File: config.mk
export PLATFORM = sky130hd
export DESIGN_NAME = fetch_queue
export DESIGN_NICKNAME = d
export VERILOG_FILES = /design/src/rtl/fetch_queue.sv
export SDC_FILE = /design/constraint.sdc
export NUM_CORES = 1
export LEC_CHECK = 0
export BUFFER_PORTS_ARGS = -buffer_cell sky130_fd_sc_hd__buf_2
export CORE_MARGIN = 8
export CORE_UTILIZATION = 55
export CTS_CLUSTER_DIAMETER = 100
export DETAILED_ROUTE_END_ITERATION = 7
export PLACE_DENSITY = 0.75
export SLEW_MARGIN = 0
export SYNTH_ARGS = -nofsm -noshare
export SYNTH_HDL_FRONTEND = slang
export SYNTH_SLANG_ARGS = --single-unit
File: constraint.sdc
create_clock -name clk -period 6.3 [get_ports clk]
set_input_delay 0.315 -clock clk [delete_from_list [all_inputs] [get_ports clk]]
set_output_delay 0.315 -clock clk [all_outputs]
set_load 0.005 [all_outputs]
File: src/rtl/fetch_queue.sv
// fetch_queue: instruction-fetch front end for the decode stage.
// It combines a PC generator with a DEPTH-entry prefetch FIFO. Each FIFO entry
// holds {instr, pc}. Decode takes entries from the head with a valid/ready
// handshake.
//
// Ports
//   clk, rst_n    rising-edge clock; asynchronous active-low reset
//   imem_addr     fetch address to instruction memory (always fetch_pc)
//   imem_rd       fetch enable this cycle
//   imem_data     instruction at imem_addr, combinational read
//   redirect      branch taken / flush request (highest priority)
//   redirect_pc   new fetch address, used when redirect is high
//   out_valid     head entry valid
//   out_ready     decode accepts the head entry
//   out_instr     head instruction
//   out_pc        head PC
//   out_pc_plus   head PC + INC
//   fetch_pc      current PC register
//   count         number of occupied entries
//   halted        halt opcode fetched; fetching stopped until redirect
module fetch_queue #(
  parameter int                DATA_W   = 16,
  parameter int                ADDR_W   = 16,
  parameter int                DEPTH    = 4,
  parameter logic [ADDR_W-1:0] RESET_PC = '0,
  parameter int                INC      = 2,
  parameter logic [3:0]        HALT_OP  = 4'hF
) (
  input  logic                       clk,
  input  logic                       rst_n,
  output logic [ADDR_W-1:0]          imem_addr,
  output logic                       imem_rd,
  input  logic [DATA_W-1:0]          imem_data,
  input  logic                       redirect,
  input  logic [ADDR_W-1:0]          redirect_pc,
  output logic                       out_valid,
  input  logic                       out_ready,
  output logic [DATA_W-1:0]          out_instr,
  output logic [ADDR_W-1:0]          out_pc,
  output logic [ADDR_W-1:0]          out_pc_plus,
  output logic [ADDR_W-1:0]          fetch_pc,
  output logic [$clog2(DEPTH+1)-1:0] count,
  output logic                       halted
);

  localparam int                PTR_W   = $clog2(DEPTH);
  localparam int                CNT_W   = $clog2(DEPTH+1);
  localparam logic [CNT_W-1:0]  FULL    = CNT_W'(DEPTH);
  localparam logic [CNT_W-1:0]  CNT_ONE = CNT_W'(1);
  localparam logic [PTR_W-1:0]  PTR_ONE = PTR_W'(1);
  localparam logic [ADDR_W-1:0] INC_A   = ADDR_W'(INC);

  logic [DATA_W-1:0] instr_mem [DEPTH];
  logic [ADDR_W-1:0] pc_mem    [DEPTH];
  logic [PTR_W-1:0]  wr_ptr;
  logic [PTR_W-1:0]  rd_ptr;
  logic              pop;
  logic              fetch_en;
  logic              is_halt;

  // Handshake and fetch decision (combinational)
  // A redirect hides the head, so a pop never coincides with a flush.
  assign out_valid = (count != '0) & ~redirect;
  assign pop       = out_valid & out_ready;
  // Gating with rst_n holds imem_rd low while reset is asserted, even
  // though count is already 0.
  assign fetch_en  = rst_n & ~redirect & ~halted & ((count < FULL) | pop);
  assign imem_rd   = fetch_en;
  assign imem_addr = fetch_pc;
  assign is_halt   = (imem_data[DATA_W-1 -: 4] == HALT_OP);

  // Control state: PC, pointers, occupancy, halt flag
  always_ff @(posedge clk or negedge rst_n) begin
    if (!rst_n) begin
      fetch_pc <= RESET_PC;
      wr_ptr   <= '0;
      rd_ptr   <= '0;
      count    <= '0;
      halted   <= 1'b0;
    end else if (redirect) begin
      fetch_pc <= redirect_pc;
      wr_ptr   <= '0;
      rd_ptr   <= '0;
      count    <= '0;
      halted   <= 1'b0;
    end else begin
      if (fetch_en) begin
        wr_ptr <= wr_ptr + PTR_ONE;
        // A halt entry is still queued, but the PC stays parked on it.
        if (is_halt) halted   <= 1'b1;
        else         fetch_pc <= fetch_pc + INC_A;
      end
      if (pop) rd_ptr <= rd_ptr + PTR_ONE;
      case ({fetch_en, pop})
        2'b10:   count <= count + CNT_ONE;
        2'b01:   count <= count - CNT_ONE;
        default: count <= count;
      endcase
    end
  end

  // Entry storage: data only, no reset needed
  always_ff @(posedge clk) begin
    if (fetch_en) begin
      instr_mem[wr_ptr] <= imem_data;
      pc_mem[wr_ptr]    <= fetch_pc;
    end
  end

  // Head read-out (combinational)
  assign out_instr   = instr_mem[rd_ptr];
  assign out_pc      = pc_mem[rd_ptr];
  assign out_pc_plus = out_pc + INC_A;

endmodule

==> qor.yml <==
cts_tree: "done"
clk_pin_slew_worst_paths_ps: 60
nets: 527
use_met2_pct: 29.3
cts_buffer_depth: 2
numCtsBuffers: 17
grtUsageMet3_pct: 5.11
cts-root-buf: "clkbuf_16"
grt_pass1_wl_um: 20700
track_usage_pct: 17.3
drv_slew: 0
final_core_util_pct: 67.3
leakagePower_nw: 2.84
hold_depth: 3
tns_ps: 0
postRouteAntennaNets: 0
totalWireLength_um: 13000
rsz0062_at_grt: "false"
cts_max_level: 4
clk_latency_ps: 410
wire_per_inst_um: 20.4
overflow: 0
port_buffers: 121
cp_num_buf_inv: 1
core_area_um2: 11400
netlist_top_cells_area: "edfxtp_1 60%, mux4_2 9.8%, dfrtp_1 9.3%"
io_pins: 122
die_h_um: 124
cp-end-kind: "output port"
numClockSinks: 152
ys_async_sr_fraction_pct: 15.8
dr.pass1.iters: 4
synth_seq_cells: 152
fin_crit_ps: 3370
worstMarginPinSlew_ps: 882
gp_congestion: 0.818
cpMaxStageDelayCell: "dfrtp_2"
drive_above_1_share_pct: 40.2
fin_area_um2: 7690
crit_fanout: 35
insertedDiodeCount: 0
path_cells: "mux4_2, ha_1, nand2_1, o22ai_2, nand4_2, nor3_2, xor2_1, buf_2"
hold_path.class: "in -> reg"
placed_area_um2: 7030
p_per_area_nw_per_um2: 346
initialDrtViolationCount: 232
vias: 3536
grt-busiest-layer: "met2"
area_growth_pct: 19.3
crit_required_ps: 5980
r2r_cells: 4
place_hpwl_um: 8350
synthesis.instances: 373
slew-limit-headroom_pct: 41.2
first_global_vias: 3811
synth_seq_area_share_pct: 69.0
synth-edff-count: 128
start_util_pct: 56.4
grt_start_max_net_pins: 42
synth_top_area_share_pct: 59.6
drv_cap: 0
drc: 0
rows: 39
grt_use_met1_pct: 20.4
finalHoldViolCount: 0
post_drt_via_cell_ratio: 5.53
yosysUniqueCellTypes: 43
synth_common_cells: "128 x edfxtp_1, 28 x mux4_2, 25 x nand2_1"
antenna_found_initial: 0
dieArea_um2: 15400
whs_ps: 112
finalSetupViolations: 0
yosys_warnings: 0
cts_setup_buffers: 0
crit_path_start_kind: "flip-flop"
ir_drop_mv: 0.196
syn_area_um2: 6440
synth_area_per_cell_um2: 17.3
period_share_pct: 53.4
syn_nets: 416
fin_worst_skew_ps: 6.29
criticalPathCategory: "reg -> out"
crit_arrival_ps: 3050
synth.most_common_cell: "edfxtp_1"
outcome: "finished, final reports clean"
crit_family: "flip-flops"
die_w_um: 124
critPathMaxStageDelay_ps: 940
path_depth: 8
yosysTopAreaCell: "edfxtp_1"
synth_flop_cell: "edfxtp_1"
fmax_mhz: 297
## power breakdown
group          total, mW  switching [mW]  internal (mW)
combinational      0.363           0.181          0.181
clock               1.09           0.362          0.732
sequential          1.20          0.0532           1.15
total               2.66           0.597           2.06
## area by class of cell
class / instances / area [µm²]
multi-input combinational: 181 / 1750
fill: 772 / 3730
timing repair buffer: 123 / 623
tap: 143 / 179
sequential: 152 / 4450
inverter: 9 / 33.8
clock buffer: 23 / 478
clock inverter: 9 / 171
## final timing paths
path                                         startpoint                      end  slack, ps
worst min register to register  fetch_pc[0]$_DFFE_PN0P_   pc_mem[3][0]$_DFFE_PP_        570
worst max-delay path              rd_ptr[1]$_DFFE_PN0P_          out_pc_plus[15]       2930
max in group asynchronous                         rst_n    rd_ptr[1]$_DFFE_PN0P_       5460
worst min-delay path                     redirect_pc[1]  fetch_pc[1]$_DFFE_PN0P_        110
min in group asynchronous                         rst_n     count[1]$_DFFE_PN0P_        430
worst max register to register       halted$_DFFE_PN0P_   pc_mem[1][1]$_DFFE_PP_       3780
## kinds of logic after synthesis
| group | synth area share, % |
|---|---|
| flip-flops | 69.0 |
| AO/OA/AOI/OAI | 2.23 |
| buffers and inverters | 3.90 |
| multiplexers | 12.4 |
| AND/OR/NAND/NOR | 7.12 |
| XOR/XNOR | 3.94 |
| adder cells (fa/ha/maj) | 1.48 |
## worst register-to-register path, cell delays in order, from the launching register on
cell and delay, ps:
dfrtp_1 380, nor2b_1 460, nand2_1 270, nor2_1 240, and2_2 760
## per-stage QoR
step,power [mW],setup slack (ps),std cells
after global routing,2.77,2680,640
after global placement,1.59,3370,607
after floorplan,1.45,4060,373
after CTS,2.69,2880,640
after detailed placement,1.60,3240,607
final,2.66,2930,640
## sequential cells by signal, summed over array words and instances (netlist names)
register and count:
fetch_pc 16, count 3, rd_ptr 2, pc_mem 64, instr_mem 64, halted 1
wr_ptr 2
## per-layer routing
layer / routed length [µm] / vias up
li1: - / 1642
met1: 5360 / 1765
met2: 6670 / 112
met3: 838 / 17
met4: 173 / 0
met5: 0 / -
## layout by cell type, fill, tap and decap left out, types with 4 or more instances in the layout
cell type  synthesis  final
edfxtp_1         128    128
buf_2              3    121
mux4_2            28     28
nand2_1           25     25
dfrtp_1           24     22
xnor2_1           20     20
clkbuf_16          0     17
o21ai_0           14     14
nor2_1            12     12
inv_1              9      9
xor2_1             9      9
nor3_1             8      8
nand3_1            6      6
ha_1               6      6
nand4_1            5      5
bufinv_16          0      5
mux2i_1            4      4
and2_2             0      4
a21oi_1            4      4
## what timing repair did
action,CTS,global route
endpoints found under the setup margin,0,0
gates resized for setup,0,0
hold buffers,1,0
hold endpoints to repair,24,0
Power figures use the tool's default switching activity.
